`src/rtl/cmd_frame_parser.sv`:
```
// cmd_frame_parser
// Groups the aligned 16-bit frame stream into complete commands. Filler frames
// (Sync 0x817E, PLL-lock 0xAAAA) are dropped. A command is presented as a
// single-cycle cmd_valid strobe; the command fields hold until the next strobe.
//
// Ports:
//   clk, reset           system clock, async active-high reset
//   valid_in, datain     aligned frame stream, frame considered when valid_in=1
//   cmd_valid            one-cycle strobe, command complete
//   cmd_type             1 trig, 2 clear, 3 gpulse, 4 cal, 5 wrreg, 6 rdreg, 7 rdtrig
//   cmd_hdr, cmd_data    header frame, payload frames left-justified
//   busy                 inside a multi-frame command
//   err_count            saturating protocol error count
//   sync_count           saturating Sync frame count
//
// State table
//   state     | meaning
//   S_IDLE    | waiting for a header or trigger frame
//   S_PAYLOAD | collecting payload frames, rem_q frames still to come
module cmd_frame_parser #(
  parameter int ERR_W  = 8,
  parameter int SYNC_W = 8
) (
  input  logic              clk,
  input  logic              reset,
  input  logic              valid_in,
  input  logic [15:0]       datain,
  output logic              cmd_valid,
  output logic [2:0]        cmd_type,
  output logic [15:0]       cmd_hdr,
  output logic [47:0]       cmd_data,
  output logic              busy,
  output logic [ERR_W-1:0]  err_count,
  output logic [SYNC_W-1:0] sync_count
);

  localparam logic [15:0] SYNC_FRAME = 16'h817E;
  localparam logic [15:0] PLL_FRAME  = 16'hAAAA;

  typedef enum logic {S_IDLE, S_PAYLOAD} state_t;

  state_t             state_q, state_d;
  logic [1:0]         rem_q, rem_d;
  logic [2:0]         ptype_q, ptype_d;
  logic [15:0]        phdr_q, phdr_d;
  logic [47:0]        pay_q, pay_d;
  logic               cmd_valid_q, cmd_valid_d;
  logic [2:0]         cmd_type_q, cmd_type_d;
  logic [15:0]        cmd_hdr_q, cmd_hdr_d;
  logic [47:0]        cmd_data_q, cmd_data_d;
  logic [ERR_W-1:0]   err_q, err_d;
  logic [SYNC_W-1:0]  sync_q, sync_d;

  logic               is_sync, is_filler, err_inc;
  logic [2:0]         hdr_type;
  logic [1:0]         slot;
  logic [47:0]        pay_ins;

  function automatic logic is_trigger(input logic [7:0] b);
    case (b)
      8'h2B, 8'h2D, 8'h2E, 8'h33, 8'h35, 8'h36, 8'h39, 8'h3A,
      8'h3C, 8'h4B, 8'h4D, 8'h4E, 8'h53, 8'h55, 8'h56: return 1'b1;
      default: return 1'b0;
    endcase
  endfunction

  function automatic logic [2:0] classify(input logic [15:0] f);
    case (f)
      16'h5A5A: return 3'd2;
      16'h5C5C: return 3'd3;
      16'h6363: return 3'd4;
      16'h6666: return 3'd5;
      16'h6565: return 3'd6;
      16'h6969: return 3'd7;
      default:  return 3'd0;
    endcase
  endfunction

  function automatic logic [1:0] payload_len(input logic [2:0] t);
    case (t)
      3'd2, 3'd3: return 2'd1;
      3'd4, 3'd5: return 2'd3;
      3'd6, 3'd7: return 2'd2;
      default:    return 2'd0;
    endcase
  endfunction

  always_comb begin
    is_sync   = (datain == SYNC_FRAME);
    is_filler = is_sync || (datain == PLL_FRAME);
    hdr_type  = classify(datain);
    // Slot of the incoming payload frame: frames already received so far.
    slot      = payload_len(ptype_q) - rem_q;
    pay_ins   = pay_q;
    case (slot)
      2'd0:    pay_ins[47:32] = datain;
      2'd1:    pay_ins[31:16] = datain;
      default: pay_ins[15:0]  = datain;
    endcase
  end

  always_comb begin
    state_d     = state_q;
    rem_d       = rem_q;
    ptype_d     = ptype_q;
    phdr_d      = phdr_q;
    pay_d       = pay_q;
    cmd_valid_d = 1'b0;
    cmd_type_d  = cmd_type_q;
    cmd_hdr_d   = cmd_hdr_q;
    cmd_data_d  = cmd_data_q;
    err_inc     = 1'b0;
    sync_d      = sync_q;

    if (valid_in) begin
      if (is_sync && (sync_q != {SYNC_W{1'b1}}))
        sync_d = sync_q + {{(SYNC_W-1){1'b0}}, 1'b1};

      case (state_q)
        S_IDLE: begin
          if (is_trigger(datain[15:8])) begin
            cmd_valid_d = 1'b1;
            cmd_type_d  = 3'd1;
            cmd_hdr_d   = datain;
            cmd_data_d  = 48'd0;
          end else if (hdr_type != 3'd0) begin
            phdr_d  = datain;
            ptype_d = hdr_type;
            pay_d   = 48'd0;
            rem_d   = payload_len(hdr_type);
            state_d = S_PAYLOAD;
          end else if (!is_filler) begin
            err_inc = 1'b1;
          end
        end
        S_PAYLOAD: begin
          if (is_filler) begin
            err_inc = 1'b1;
            rem_d   = 2'd0;
            state_d = S_IDLE;
          end else begin
            pay_d = pay_ins;
            rem_d = rem_q - 2'd1;
            if (rem_q == 2'd1) begin
              cmd_valid_d = 1'b1;
              cmd_type_d  = ptype_q;
              cmd_hdr_d   = phdr_q;
              cmd_data_d  = pay_ins;
              state_d     = S_IDLE;
            end
          end
        end
        default: state_d = S_IDLE;
      endcase
    end

    err_d = err_q;
    if (err_inc && (err_q != {ERR_W{1'b1}}))
      err_d = err_q + {{(ERR_W-1){1'b0}}, 1'b1};
  end

  always_ff @(posedge clk or posedge reset) begin
    if (reset) begin
      state_q     <= S_IDLE;
      rem_q       <= 2'd0;
      ptype_q     <= 3'd0;
      phdr_q      <= 16'd0;
      pay_q       <= 48'd0;
      cmd_valid_q <= 1'b0;
      cmd_type_q  <= 3'd0;
      cmd_hdr_q   <= 16'd0;
      cmd_data_q  <= 48'd0;
      err_q       <= '0;
      sync_q      <= '0;
    end else begin
      state_q     <= state_d;
      rem_q       <= rem_d;
      ptype_q     <= ptype_d;
      phdr_q      <= phdr_d;
      pay_q       <= pay_d;
      cmd_valid_q <= cmd_valid_d;
      cmd_type_q  <= cmd_type_d;
      cmd_hdr_q   <= cmd_hdr_d;
      cmd_data_q  <= cmd_data_d;
      err_q       <= err_d;
      sync_q      <= sync_d;
    end
  end

  assign cmd_valid  = cmd_valid_q;
  assign cmd_type   = cmd_type_q;
  assign cmd_hdr    = cmd_hdr_q;
  assign cmd_data   = cmd_data_q;
  assign busy       = (state_q == S_PAYLOAD);
  assign err_count  = err_q;
  assign sync_count = sync_q;

endmodule

```
`config.mk`:
```
export PLATFORM = sky130hd
export DESIGN_NAME = cmd_frame_parser
export DESIGN_NICKNAME = d
export VERILOG_FILES = /design/src/rtl/cmd_frame_parser.sv
export SDC_FILE = /design/constraint.sdc
export NUM_CORES = 1
export LEC_CHECK = 0
export BUFFER_PORTS_ARGS = -buffer_cell sky130_fd_sc_hd__buf_4
export CAP_MARGIN = 5
export CORE_AREA = 5 5 126 128
export DETAILED_ROUTE_END_ITERATION = 8
export DIE_AREA = 0 0 131 133
export GPL_ROUTABILITY_DRIVEN = 0
export MAX_ROUTING_LAYER = met4
export PLACE_DENSITY = 0.73
export SETUP_SLACK_MARGIN = 0.4
export SYNTH_ARGS = -nofsm -noshare
export SYNTH_HDL_FRONTEND = slang
export SYNTH_SLANG_ARGS = --single-unit
```
`constraint.sdc`:
```
create_clock -name clk -period 11 [get_ports clk]
set_input_delay 2.2 -clock clk [delete_from_list [all_inputs] [get_ports clk]]
set_output_delay 2.2 -clock clk [all_outputs]
set_load 0.01 [all_outputs]
```
---- Word-level counts from Yosys, hierarchy flattened ----
Index checks and enable logic that the tools add are counted.
Widths: inputs -> output; s select.
word-level totals
  bits in registers ....................... 154
  bits of input ports ..................... 19
operators by class
  add/sub/neg operators ................... 4
  equal/unequal tests ..................... 44
  mux-type cells .......................... 45
  bitwise logic cells ..................... 2
  reductions and logical operators ........ 18
operators with widths
  cell                  count
  $mux 48               6
  $pmux 48 s2           2
  $eq 16x15->1 const B  6
  $mux 16               6
  $eq 8x6->1 const B    9
  $eq 8x7->1 const B    6
  $eq 16x16->1 const B  2
  $pmux 16 s2           1
  $eq 3x3->1 const B    8
  $pmux 3 s6            1
  $add 8x1->8 const B   2
  $mux 1                16
  $ne 8x8->1 const B    2
  $reduce_or 15->1      1
  $reduce_or 2->1       7
  $eq 3x2->1 const B    4
  $pmux 2 s3            2
  $reduce_and 4->1      3
  $mux 3                3
  $ne 2x2->1 const B    4
  $mux 2                3
  $pmux 1 s2            3
  $pmux 3 s2            1
  $eq 2x1->1 const B    2
  other kinds (11)      13

---- Depth between registers and ports, before layout ----
Gate-level depths: netlist of the first run.
  word-level depth ........................ 10
  gate-level depth with buffers ........... 12
  mapped depth without buffers ............ 10

---- Worst setup path after synthesis of the first run ----
OpenSTA, ideal clock, no wires.
  path kind ............................... input to register
  start ................................... input datain[8]
  end ..................................... register phdr_q[0]
  arrival ................................. 4.037 ns
  setup slack ............................. 6.838 ns
  cell stages on the path ................. 9
  buffers on the path ..................... 3
  path through ............................ buf_6 and4bb_2 nand3_1 a211oi_4 or3b_1 and4_4 buf_6 buf_8 mux2_4
between the ends
  word-level cells in the longest chain between the ends .. 7
  elaborated cells between the ends (all ways) .. 29
ends and longest elaborated chain
  element                                          RTL line  text
  start, declared                                  27        input logic [15:0] datain,
  $eq 8x6->1 / $eq 8x7->1 (equally long branches)  60        case (b)
  $reduce_or 15->1                                 60
  $mux 1                                           60
  $mux 1                                           119       case (state_q)
  $mux 1                                           115       if (valid_in) begin
  $not 1->1 (no source line)                       --
  $reduce_and 4->1 (no source line) (*)            --
  end signal, assigned                             179       phdr_q <= phdr_d;
  end, declared                                    45        logic [15:0] phdr_q, phdr_d;
Every way passes the cells marked *; elsewhere a longest branch is shown, timed or not. The select of a mux whose other input is x is not followed.
A chain may end at the register's enable or synchronous reset.

---- Worst setup path after layout of the first run ----
  start ................................... input datain[13]
  end ..................................... register cmd_data_q[46] (netlist: cmd_data[46])
between the ends
  word-level cells in the longest chain between the ends .. 7
  elaborated cells between the ends (all ways) .. 25
ends and longest elaborated chain
  element                                          RTL line  text
  $eq 8x6->1 / $eq 8x7->1 (equally long branches)  60
  $reduce_or 15->1                                 60
  $mux 1                                           60
  $mux 1                                           119
  $mux 1                                           115
  $ne 2x2->1 (no source line)                      --
  $reduce_and 4->1 (no source line) (*)            --
  end signal, assigned                             184       cmd_data_q <= cmd_data_d;
  end, declared                                    50        logic [47:0] cmd_data_q, cmd_data_d;
Marked as above.

==> run metrics, run 1 <==
Post-Synth Adder-Cell Area 1.12%; clock sinks 154; drc violations 0; DR WL/cell 21.9 µm; Synth Area in XOR/XNOR 1.56%; CP Capture Type flop; main combinational cell family by area after synthesis compound AO/OA/AOI/OAI gates; clock transition at the registers of the reported paths 0.06 ns; post-place setup slack 6.11 ns; Initial Util 53.1%; DRT Pass-1 Iters 5; Routed Antenna Nets 0; Static Leak 4.06 nW; core area 14,800 µm²; final instance area 9140 µm²; Non-Filler Instances 999; Tcrit/Tclk final 40.9%; MaxCap Viol Count 0; Area Overhead vs Synth 16.7%; Mapped Cells 734; Syn Area/Cell 10.7 µm²; Net Sw Power 413 µW; Final Max Tran Viols 0; synthesized flop and latch total 154; Seq pwr share 44.0%; # fillers 1,199; Synth Area in Compound Gates 24.8%; die height 133 µm; DP Area 8550 µm²; via count 6,516; row count 45; Hold-fix buffers, CTS 0; Setup TNS 0 ns; maximum root-to-sink buffer count 2; layout cells sized above 1 22.8%; worst setup margin 6.50 ns; Detail Placement HPWL 14.2 mm; Synth Flop Type dfrtp_1; final wirelength 21.9 mm; total CTS buffers 17; die area 17,400 µm²; Starting DRT DRC Count 756; CTS H-Tree Depth 4; worst hold path type flop to flop; postcts setup bufs 0; register area share after synthesis 49.2%; Setup crit start kind primary input; Final nets 824; Power Total 1.46 mW; final hold viol count 0; # setup viols final 0; Max-slew headroom 16.8%; post-synthesis mux area share 3.05%; n_diodes 0; clk_lat worst skew 0.43 ns; gr ovfl total 0; met2 Track Usage GR 37.4%; Power per Cell Area 159 nW/µm²; # resized after CTS 0; DP Cell Count 967; met3 Use GR 4.93%; Die Wd 131 µm; largest net degree at the start of global routing 94; Clock Power Share 40.4%; internal power 1.04 mW; Warnings, synthesis 0; Synth Area in Simple Gates 14.5%; # IOs 104; GRT Total Usage 26.0%; Seq. cell area 3850 µm²; syn nets 760; vias in the first global route 6,291; Fin Hold WS 0.478 ns; Synth cell types 75; CP required 11.27 ns; I/O Buffers 103; f_max 0.222 GHz; RSZ-0062 raised after global routing false; worst-path cell chain buf_4 -> and4bb_1 -> a32oi_1 -> o41a_1 -> a31oi_4 -> nand2_2 -> o2bb2ai_1; Sw Ratio 28.4%; vias per cell 6.52; slowest cell on the critical path nand2_2; crit-path max FO 37; flop2flop setup slack 7.03 ns; crit path DAT 4.78 ns; initial antenna violation count 0; Final Util 62.0%; Root Driver clkbuf_16; largest stage delay on the critical path 0.60 ns; Tmin final 4.50 ns; multi-input logic area 3540 µm²; GRT met1 Usage 37.0%; TritonCTS clock tree yes; ys async rst share 100%; busiest grt layer met2; Post-Synthesis Cell Area 7840 µm²; clock skew 0.0107 ns; status finished, final reports clean; first-pass GRT wire length 34.7 mm; Crit Path Class primary input to flop; number of synthesized flops with an enable pin 0; slew at the pin closest to its max-slew limit 1.25 ns; Comb power frac 15.6%; peak supply drop 0.0998 mV
[cell usage after synthesis (14+ instances only)]
cell type	count	area, µm²
dfrtp_1	154	3850
nor2_1	69	259
a21oi_1	49	245
a32o_1	47	470
nand2_1	36	135
o2bb2ai_1	36	315
o31ai_1	35	263
clkbuf_1	28	105
inv_1	24	90.1
buf_2	20	100
nand3b_1	17	128
a211oi_1	15	113
nand3_1	15	75.1
a22o_1	14	123
[logic make-up after synthesis]
logic type / after synthesis
compound gates: 241
simple gates: 207
flops: 154
mux: 20
fa+ha+maj: 7
buf+inv: 91
xor+xnor: 14
[cells in the final DEF, fill, tap and decap left out, types with 12 or more instances in the layout]
master	instances
dfrtp_1	153
o2bb2ai_1	36
clkbuf_16	17
nand4_1	12
nand3b_1	17
a32o_1	47
o31ai_1	35
a21oi_1	49
nand3_1	15
a22o_1	14
nor2_1	69
nand2_1	36
inv_1	23
buf_4	109
a211oi_1	15
[state kept, by name (all words and copies together), names as in the netlist]
signal and cells:
phdr_q 16, busy 1, rem_q 2, sync_count 8, cmd_type 3, ptype_q 3, pay_q 48, cmd_valid 1
err_count 8, cmd_data 48, cmd_hdr 16
[path summary, 6_finish.rpt]
| check | depth (start not counted) | endpoint | start |
|---|---|---|---|
| setup / recovery | 7 | cmd_data[46] | datain[13] |
| hold / removal | 1 | phdr_q[14] | phdr_q[14] |
| hold reg to reg | 1 | phdr_q[14] | phdr_q[14] |
| setup reg to reg | 11 | pay_q[32] | ptype_q[1] |
| min in group asynchronous | 2 | sync_count[7] | reset |
| max in group asynchronous | 3 | phdr_q[14] | reset |
[power groups by stage]
stage	sequential (mW)	combinational (mW)	clock [mW]
final	0.641	0.227	0.589
after global routing	0.645	0.245	0.621
after CTS	0.640	0.226	0.593
after detailed placement	0.651	0.224	0
after global placement	0.647	0.216	0
after floorplan	0.656	0.116	0
[area by class of cell]
type | count | area share (%)
clock inverters | 14 | 1.75
repair buffers | 109 | 8.95
flip-flops and latches | 154 | 42.2
clock buffers | 18 | 4.69
multi-input cells | 489 | 38.7
well taps | 188 | 2.57
inverters | 27 | 1.16
[layer usage]
| layer | vias up | share of wire [%] |
|---|---|---|
| met3 | 53 | 6.5 |
| met1 | 3276 | 44 |
| met2 | 292 | 47 |
| met5 | - | 0 |
| li1 | 2895 | - |
| met4 | 0 | 2.4 |
[critical path: cells and delay by family]
kind / cells / cell delay, ns
compound gates: 4 / 1.50
simple gates: 2 / 0.88
buf+inv: 1 / 0.16
(Power assumes the default switching activity.)
==> run 2: changes to the inputs <==
clock period = 4.5 ns   (was 11 ns; I/O delays follow)
==> run 2 against run 1 <==
Compared with the run above: clock skew down 0.0045 ns; total power rose to 2.5 times the previous value; sequential share of layout area down 0.35 points; sequential power up 140%; clock-buffer cell count down 1; setup slack worse by 5.2 ns; utilization up 0.53 points; flip-flop and latch count unchanged; non-clock buffer count up 4.
==> run metrics, run 2 (synthesis results as in run 1) <==
status finished, final reports clean; die area 17,400 µm² (unchanged); Starting DRT DRC Count 856 (+13%); clock sinks 154 (unchanged); peak supply drop 0.256 mV (+160%); TritonCTS clock tree yes; crit-path max FO 12 (-68%); Setup crit start kind primary input; GRT Total Usage 26.5% (+0.51 points); final hold viol count 0 (unchanged); die height 133 µm (unchanged); DR WL/cell 22.0 µm (+0.40%); Crit Path Class primary input to flop; CP required 4.78 ns (-6.49 ns); DRT Pass-1 Iters 5 (unchanged); Static Leak 4.10 nW (+1.1%); row count 45 (unchanged); vias in the first global route 6,444 (+2.4%); crit path DAT 3.51 ns (-1.27 ns); Tmin final 3.23 ns; slew at the pin closest to its max-slew limit 1.09 ns (-0.151 ns); initial antenna violation count 0 (unchanged); Final Util 62.5% (+0.53 points); # resized after CTS 0 (unchanged); Routed Antenna Nets 0 (unchanged); Final Max Tran Viols 0 (unchanged); Setup TNS 0 ns (unchanged); Detail Placement HPWL 14.3 mm (+0.82%); drc violations 0 (unchanged); maximum root-to-sink buffer count 2 (unchanged); Root Driver clkbuf_16; Final nets 828 (+0.49%); CTS H-Tree Depth 4 (unchanged); gr ovfl total 0 (unchanged); core area 14,800 µm² (unchanged); commonest non-fill, non-tap cell in the layout dfrtp_1; clock transition at the registers of the reported paths 0.07 ns (about the same); f_max 0.309 GHz; final wirelength 22.1 mm (+0.80%); Max-slew headroom 26.7% (+9.9 points); RSZ-0062 raised after global routing false; layout cells sized above 1 23.3% (+0.50 points); worst hold path type flop to flop; vias per cell 6.53 (about the same); largest net degree at the start of global routing 155 (+65%); Die Wd 131 µm (unchanged); CP Capture Type flop; Hold-fix buffers, CTS 0 (unchanged); # IOs 104 (unchanged); Power Total 3.66 mW (+150%); first-pass GRT wire length 35.1 mm (+1.2%); MaxCap Viol Count 0 (unchanged); # setup viols final 0 (unchanged); postcts setup bufs 0 (unchanged); Initial Util 53.1% (unchanged); total CTS buffers 17 (unchanged); I/O Buffers 103 (unchanged); clk_lat worst skew 0.43 ns (about the same); most frequent cells in the layout 153 x dfrtp_1, 112 x buf_4, 69 x nor2_1; Tcrit/Tclk final 71.9%; # fillers 1,198 (-0.083%); Power per Cell Area 397 nW/µm² (+150%); Area Overhead vs Synth 17.6%; clock skew 0.00618 ns (-0.00454 ns); Fin Hold WS 0.470 ns (-0.00774 ns); via count 6,547 (+0.48%); n_diodes 0 (unchanged)
-- run 2: cell types whose count changed in the layout (fill, tap and decap cells not counted), sizes merged --
cell,before,now
clkbuf,18,17
clkinvlp,3,2
buf,109,113
inv,32,35
clkinv,4,2
bufinv,2,3
-- run 2: final cells by class --
cell class / instances / area (µm²) / share of cell area (%)
clock inverters: 15 / 200 / 2.17
inverters: 27 / 105 / 1.14
well taps: 188 / 235 / 2.55
clock buffers: 17 / 425 / 4.61
repair buffers: 113 / 861 / 9.34
multi-input cells: 489 / 3540 / 38.4
flip-flops and latches: 154 / 3850 / 41.8
-- run 2: final timing paths --
check / slack [ns] / end / cells after the start / start
worst min register to register: 0.47 / phdr_q[14] / 1 / phdr_q[14]
worst min-delay path: 0.47 / phdr_q[14] / 1 / phdr_q[14]
worst max register to register: 1.55 / pay_q[4] / 9 / ptype_q[1]
worst max-delay path: 1.27 / err_count[6] / 7 / datain[12]
max in group asynchronous: 3.14 / busy / 3 / reset
min in group asynchronous: 0.70 / cmd_data[29] / 3 / reset
-- run 2: through the flow --
stage / setup WS [ns] / instance area [µm²] / std cells
floorplan: 1.64 / 7840 / 734
global placement: 1.16 / 8590 / 971
detailed placement: 0.923 / 8590 / 971
CTS: 1.40 / 9220 / 1003
global route: 1.21 / 9220 / 1003
finish: 1.27 / 9220 / 1003
-- run 2: worst max-delay path: stages --
cell and delay (ns):
buf_4 0.16, nor3b_1 0.41, and4_1 0.40, a32o_1 0.54, nand3_1 0.49, a311oi_1 0.41
o311ai_0 0.19
-- run 2: where the power goes --
part	leakage [nW]	switching, mW	total [mW]	internal [mW]
clock	0.307	0.644	1.54	0.897
combinational	1.74	0.304	0.555	0.251
sequential	2.06	0.0954	1.57	1.47
-- run 2: routing by layer --
metal | GRT usage [%] | routed length (µm) | share of wire, %
met2 | 37.5 | 10100 | 46
met4 | 10.7 | 564 | 2.6
met1 | 37.7 | 9670 | 44
met5 | - | 0 | 0
met3 | 4.68 | 1750 | 7.9
